--- config.mk ---
export PLATFORM = sky130hd
export DESIGN_NAME = pipeline_issue_ctrl
export DESIGN_NICKNAME = d
export VERILOG_FILES = /design/src/rtl/pipeline_issue_ctrl.sv
export SDC_FILE = /design/constraint.sdc
export NUM_CORES = 1
export LEC_CHECK = 0
export ABC_CLOCK_PERIOD_IN_PS = 3400
export CAP_MARGIN = 20
export CORE_MARGIN = 3
export CORE_UTILIZATION = 45
export CTS_BUF_LIST = sky130_fd_sc_hd__clkbuf_4 sky130_fd_sc_hd__clkbuf_8
export CTS_CLUSTER_DIAMETER = 30
export DETAILED_ROUTE_END_ITERATION = 12
export PLACE_DENSITY = 0.69
export REMOVE_ABC_BUFFERS = 1
export SYNTH_ARGS = -nofsm -noshare
export SYNTH_HDL_FRONTEND = slang
export SYNTH_SLANG_ARGS = --single-unit
--- constraint.sdc ---
create_clock -name clk -period 3.4 [get_ports clk]
set_clock_uncertainty 0.05 [all_clocks]
set_input_delay 0.51 -clock clk [delete_from_list [all_inputs] [get_ports clk]]
set_output_delay 0.51 -clock clk [all_outputs]
set_load 0.03 [all_outputs]
--- src/rtl/pipeline_issue_ctrl.sv ---
// In-order instruction issue controller: a small FIFO instruction queue feeding a
// registered issue stage, with a two-deep write scoreboard for RAW hazard stalls.
module pipeline_issue_ctrl #(
    parameter int DEPTH = 4
) (
    input  logic        clk,
    input  logic        rst,
    input  logic        in_valid,
    input  logic [3:0]  in_ra1,
    input  logic [3:0]  in_ra2,
    input  logic [3:0]  in_rwa,
    input  logic [3:0]  in_func,
    input  logic [7:0]  in_ma,
    output logic        in_ready,
    input  logic        hold,
    input  logic        flush,
    output logic        iss_valid,
    output logic [3:0]  iss_ra1,
    output logic [3:0]  iss_ra2,
    output logic [3:0]  iss_rwa,
    output logic [3:0]  iss_func,
    output logic [7:0]  iss_ma,
    output logic        err_illegal,
    output logic        busy,
    output logic [15:0] issue_cnt,
    output logic [15:0] stall_cnt
);
    localparam int PW = $clog2(DEPTH);
    localparam int CW = $clog2(DEPTH) + 1;
    localparam logic [CW-1:0] FULL = CW'(DEPTH);

    typedef struct packed {
        logic [3:0] ra1;
        logic [3:0] ra2;
        logic [3:0] rwa;
        logic [3:0] func;
        logic [7:0] ma;
    } instr_t;

    instr_t        mem_q [DEPTH];
    logic [PW-1:0] wr_ptr_q, wr_ptr_d, rd_ptr_q, rd_ptr_d;
    logic [CW-1:0] count_q, count_d;
    instr_t        iss_q, iss_d;
    logic          iss_valid_q, iss_valid_d;
    logic          s1_valid_q, s1_valid_d;
    logic [3:0]    s1_rwa_q, s1_rwa_d;
    logic          err_q, err_d;
    logic [15:0]   issue_cnt_q, issue_cnt_d, stall_cnt_q, stall_cnt_d;

    instr_t head, in_instr;
    logic   push, pop, not_empty, head_illegal;
    logic   use_ra1, use_ra2, busy_ra1, busy_ra2, hazard;

    assign in_instr     = '{ra1: in_ra1, ra2: in_ra2, rwa: in_rwa, func: in_func, ma: in_ma};
    assign in_ready     = (count_q < FULL) && !flush;
    assign push         = in_valid && in_ready;
    assign head         = mem_q[rd_ptr_q];
    assign not_empty    = (count_q != '0);
    assign head_illegal = (head.func > 4'd12);

    // Operand usage masks and the scoreboard match against slots S0 (presented) and S1.
    assign use_ra1  = !(head.func == 4'b0100 || head.func == 4'b1010);
    assign use_ra2  = !(head.func == 4'b0011 || head.func == 4'b1001 ||
                        head.func == 4'b1011 || head.func == 4'b1100);
    assign busy_ra1 = (iss_valid_q && iss_q.rwa == head.ra1) || (s1_valid_q && s1_rwa_q == head.ra1);
    assign busy_ra2 = (iss_valid_q && iss_q.rwa == head.ra2) || (s1_valid_q && s1_rwa_q == head.ra2);
    assign hazard   = (use_ra1 && busy_ra1) || (use_ra2 && busy_ra2);

    always_comb begin
        // NOTE: every variable gets a default first so no path can infer a latch.
        wr_ptr_d    = wr_ptr_q;
        rd_ptr_d    = rd_ptr_q;
        iss_d       = iss_q;
        iss_valid_d = 1'b0;
        s1_valid_d  = iss_valid_q;
        s1_rwa_d    = iss_q.rwa;
        err_d       = 1'b0;
        issue_cnt_d = issue_cnt_q;
        stall_cnt_d = stall_cnt_q;
        pop         = 1'b0;

        if (!flush && not_empty) begin
            if (head_illegal) begin
                pop   = 1'b1;
                err_d = 1'b1;
            end else if (!hold) begin
                if (hazard) begin
                    if (stall_cnt_q != 16'hFFFF) stall_cnt_d = stall_cnt_q + 16'd1;
                end else begin
                    pop         = 1'b1;
                    iss_valid_d = 1'b1;
                    iss_d       = head;
                    if (issue_cnt_q != 16'hFFFF) issue_cnt_d = issue_cnt_q + 16'd1;
                end
            end
        end

        if (push) wr_ptr_d = wr_ptr_q + PW'(1);
        if (pop)  rd_ptr_d = rd_ptr_q + PW'(1);
        count_d = count_q + CW'(push) - CW'(pop);

        if (flush) begin
            wr_ptr_d = '0;
            rd_ptr_d = '0;
            count_d  = '0;
        end
    end

    always_ff @(posedge clk) begin
        // NOTE: sequential state uses non-blocking assignments so all flops update together.
        if (rst) begin
            wr_ptr_q    <= '0;
            rd_ptr_q    <= '0;
            count_q     <= '0;
            iss_q       <= '0;
            iss_valid_q <= 1'b0;
            s1_valid_q  <= 1'b0;
            s1_rwa_q    <= '0;
            err_q       <= 1'b0;
            issue_cnt_q <= '0;
            stall_cnt_q <= '0;
        end else begin
            wr_ptr_q    <= wr_ptr_d;
            rd_ptr_q    <= rd_ptr_d;
            count_q     <= count_d;
            iss_q       <= iss_d;
            iss_valid_q <= iss_valid_d;
            s1_valid_q  <= s1_valid_d;
            s1_rwa_q    <= s1_rwa_d;
            err_q       <= err_d;
            issue_cnt_q <= issue_cnt_d;
            stall_cnt_q <= stall_cnt_d;
        end
    end

    // NOTE: queue storage is not reset; count_q alone decides which entries are meaningful.
    always_ff @(posedge clk) begin
        if (push) mem_q[wr_ptr_q] <= in_instr;
    end

    assign iss_valid   = iss_valid_q;
    assign iss_ra1     = iss_q.ra1;
    assign iss_ra2     = iss_q.ra2;
    assign iss_rwa     = iss_q.rwa;
    assign iss_func    = iss_q.func;
    assign iss_ma      = iss_q.ma;
    assign err_illegal = err_q;
    assign busy        = not_empty || iss_valid_q || s1_valid_q;
    assign issue_cnt   = issue_cnt_q;
    assign stall_cnt   = stall_cnt_q;
endmodule

After elaboration in Yosys (flattened, before gate mapping)
Memory sizes are Yosys's and may differ from the RTL's. A register that Yosys moved wholly into a read port is not among the register bits.
Cells that the tools add are included.
- register bits: 70
- memory bits (writable): 96
- input bits: 29
- output and inout port bits: 60
- word-level logic and storage cells: 76
- memories: 1
- $add $sub $neg: 6
- order comparisons: 2
- eq/ne operators: 12
- muxes and demuxes: 9
- bitwise operators: 4
- reductions and logical operators: 28
- memory list (memory ; words ; bits a word ; read ports ; clocked after Yosys merged registers in ; wr ports ; line ; source):
    mem_q ; 4 ; 24 ; 1 ; 1 ; 1 ; 40 ; instr_t mem_q [DEPTH];
- operators by type and width (kind ; count):
    $add A16 B1 Y16 const B ; 2
    $ne A16 B16 Y1 const B ; 2
    $eq A4 B4 Y1 ; 4
    $eq A4 B4 Y1 const B ; 4
    $reduce_and A5 Y1 ; 2
    $logic_and A1 B1 Y1 ; 9
    $logic_or A1 B1 Y1 ; 9
    $mux W1 ; 7
    $add A2 B1 Y2 const B ; 2
    $eq A4 B2 Y1 const B ; 1
    $eq A4 B3 Y1 const B ; 1
    $gt A4 B4 Y1 const B ; 1
    $mux W2 ; 2
    $not A1 Y1 ; 4
    $reduce_and A4 Y1 ; 1
    $reduce_or A2 Y1 ; 2
    $add A3 B1 Y3 ; 1
    $logic_not A1 Y1 ; 3
    $lt A3 B3 Y1 const B ; 1
    $reduce_bool A3 Y1 ; 1
    $reduce_or A3 Y1 ; 1
    $sub A3 B1 Y3 ; 1

Depth between registers and ports, before layout
- word-level depth: 13
- gate-level depth with buffers: 17
- mapped depth without buffers: 14

Worst setup path after synthesis
No wires, ideal clock.
- path type: reg-to-reg
- start point: register with a tool-made name
- end point: register count_q[2]
- setup time: 0.121 ns
- arrival: 3.298 ns
- data required time: 3.229 ns
- setup slack: -0.069 ns
- stages on the path, launching flop included: 17
- path buffers: 2
- clock period less this slack: 3.469 ns
- cell sequence: dfxtp_1 > buf_2 > mux4_2 > nand2_1 > nor2_1 > a21oi_1 > a2bb2o_1 > buf_6 > a31oi_1 > nor2_1 > ha_1 > inv_1 > ha_1 > fa_1 > xnor2_1 > xnor2_1 > nor2_1
- RTL lines (element ; line ; source):
    to (signal assigned) ; 125 ; count_q <= count_d;
    to (decl) ; 42 ; logic [CW-1:0] count_q, count_d;

==> out/results.tsv <==
metric	value	unit
status	complete, no violations	
finalSetupViolations	0	
ant_nets	0	
path_buf_inv	1	
crit_path_max_fanout	31	
cts_tree	built	
wire_per_inst	16.48	µm
syn_inst	536	
p_clk_frac	0.384	
ys_ff_latch	168	
ys_warn_count	0	
synth_ff_type	edfxtp_1	
combPwrFrac	0.050	
drive_gt1_frac	0.1387	
htree_num_levels	4	
slew_violations	0	
synth_area_leaders	edfxtp_1 (41%), dfxtp_1 (21%), mux4_2 (5.1%), mux2i_1 (4.7%), nor2_1 (2.5%)	
p_sw	0.8422	mW
grtUsageTotal	0.1740	
clock-sinks	168	
power_density	444.1	nW/µm²
layout_min_cycle_time	3.289	ns
die_h	130.9	µm
whs	0.4119	ns
netSwitchingFraction	0.2186	
critPathArrivalTime	3.58	ns
nFillCells	1272	
fp.coreArea	15260	µm²
drcViolationCount	0	
synth_largest_area_cell	edfxtp_1	
hold_violations	0	
critPathKind	flop to flop	
crit_family	simple AND/OR/NAND/NOR gates	
rows	45	
worst_setup_path_start_kind	flop	
cp.required	3.69	ns
finalWeightedCongestion	0.8229	
diodes	0	
tightest_slew	0.5726	ns
dieArea	17140	µm²
dp_hpwl	9381	µm
fp.dieW	130.9	µm
critPathMaxStageDelay	0.55	ns
grt_max_degree	34	
async_flop_share	0	
path_clk_slew	0.09	ns
crit_path_cell_trace	buf_12 > mux4_2 > or2_1 > nor2b_1 > or3_1 > nand3b_4 > nor4_1 > mux2_1	
synthToLayoutAreaGrowth	23.49	%
slowest_stage	mux4_2	
vias_per_cell	5.221	
leakage	2.970	nW
clk_path_buf_depth	2	
drt_pass1_iterations	4	
synth-edff-count	96	
numPortBuffers	88	
relSlewSlack	0.6183	
endpoint_kind	flop	
rsz0062_at_grt	true	
ys_seq_area_frac	0.6156	
postLayoutCellArea	8675	µm²
drtIter0Drc	332	
internal_power	3.010	mW
max_cap_violations	0	
drt-total-wl	14170	µm
num_vias	4490	
cts_buffers	17	
syn-cell-area	7024	µm²
worstSkewPairLatency	0.46	ns
post_synth_num_cell_types	54	
avgSynthCellArea	13.10	µm²
post-route-period-util	0.9674	
cts-root-buf	clkbuf_8	
antenna_found_initial	1	
pwr-share-seq	0.566	
ir_worst_vdd	447.8	µV
holdBufCountCts	0	
fmax	0.3040	GHz
postCtsSetupBuffers	0	
place_area	8208	µm²
start_util	0.4604	
holdCritPathClass	flop to flop	
yosys.area.top_type_share	0.4104	
grt-ovfl-total	0	
grt_pass1_wl	22670	µm
final_nets	674	
grt_pass1_vias	4447	
io-pin-count	89	
==> registers in the layout, summed over array words and instances, names as in the netlist, named ones only <==
signal / flops
iss_ra2: 4
iss_ra1: 4
wr_ptr_q: 2
iss_func: 4
err_illegal: 1
stall_cnt: 16
iss_ma: 8
iss_rwa: 4
s1_rwa_q: 4
mem_q: 96
rd_ptr_q: 2
issue_cnt: 16
s1_valid_q: 1
count_q: 3
iss_valid: 1
==> worst reg2reg max path, cell delays in order, from the launching register on <==
cell and delay, ns:
dfxtp_4 0.41, buf_12 0.18, mux4_2 0.56, or2_1 0.26
nor2b_1 0.18, or3_1 0.35, nand3b_4 0.36, nor4_1 0.47
mux2_1 0.36
==> cells by family after synthesis <==
logic type / after synthesis / synth area share
muxes: 61 / 0.1176
and+or+nand+nor: 161 / 0.1204
buffers and inverters: 37 / 0.02458
AOI/OAI and AO/OA: 70 / 0.06733
adders and majority gates: 9 / 0.01710
xor gates and xnor gates: 30 / 0.03741
DFF: 168 / 0.6156
==> power by group through the flow <==
| stage | Clock, mW | Combinational, mW | Sequential (mW) |
|---|---|---|---|
| floorplan | 0 | 0.0797 | 2.24 |
| global route | 1.61 | 0.211 | 2.18 |
| detailed placement | 0 | 0.190 | 2.23 |
| CTS | 1.52 | 0.191 | 2.18 |
| global placement | 0 | 0.185 | 2.23 |
| finish | 1.48 | 0.193 | 2.18 |
==> through the flow <==
stage / std cells / total power [mW] / utilization / setup TNS (ns) / setup WS, ns
2_1_floorplan: 512 / 2.318 / - / -11.70 / -0.7547
3_3_place_gp: 828 / 2.414 / 0.5379 / 0 / 0.1390
3_5_place_dp: 828 / 2.421 / 0.5379 / -0.001703 / -0.001703
4_1_cts: 860 / 3.896 / 0.5652 / 0 / 0.01957
5_1_grt: 860 / 4.005 / 0.5685 / -0.003514 / -0.003514
6_report: 860 / 3.852 / 0.5685 / 0 / 0.1109
==> final cells by class <==
cell class                 instances  area (µm²)  area share
multi-input combinational        331        2572      0.2966
tap                              211       264.0     0.03043
clock inverter                    13       163.9     0.01890
timing repair buffer             105        1045      0.1204
inverter                          13       48.80    0.005625
sequential                       168        4332      0.4994
clock buffer                      19       249.0     0.02870
==> cells in the mapped netlist, drive strengths merged (2+ instances only) <==
cell type,instances
mux2i,33
o21ai,9
edfxtp,96
nor2,46
nand2,25
clkbuf,12
a211oi,3
a21o,3
ha,8
o22ai,4
o31ai,8
buf,12
or3,9
nor3,3
a21oi,31
mux2,12
xnor2,18
nand4,6
or2,9
a211o,2
or4,8
nand2b,2
nor2b,14
dfxtp,72
a2111oi,3
nor4,2
nor3b,3
and3,13
and2,5
nand3b,2
nand3,12
inv,13
mux4,16
xor2,12
==> what timing repair did <==
action                     in CTS  in global routing
setup endpoints to repair       1                  4
pin swaps                       0                  1
resized for setup               1                 11
==> layout by cell type (no fill, tap or decap), drive strengths merged, types with 14 or more instances in the layout <==
master / netlist / final
nor2: 46 / 46
mux2i: 33 / 33
xnor2: 18 / 18
clkdlybuf4s50: 0 / 87
inv: 13 / 20
dfxtp: 72 / 72
buf: 12 / 18
a21oi: 31 / 31
clkbuf: 12 / 19
nor2b: 14 / 14
nand2: 25 / 25
mux4: 16 / 16
edfxtp: 96 / 96
==> routing by layer <==
layer | global-route usage | share of wire | up-vias
met3 | 0.04390 | 0.040 | 18
li1 | - | - | 2177
met1 | 0.2232 | 0.45 | 2193
met4 | 0.05929 | 0.015 | 2
met2 | 0.2894 | 0.50 | 100
met5 | 0 | 0.00092 | -
==> final timing paths <==
kind / start / endpoint / slack, ns / depth (start not counted)
setup reg to reg: flop / issue_cnt[10] / 0.11 / 8
setup / recovery: flop / issue_cnt[10] / 0.11 / 8
hold / removal: iss_ra2[3] / iss_ra2[3] / 0.41 / 2
hold reg to reg: iss_ra2[3] / iss_ra2[3] / 0.41 / 2
Power figures use the tool's default switching activity.
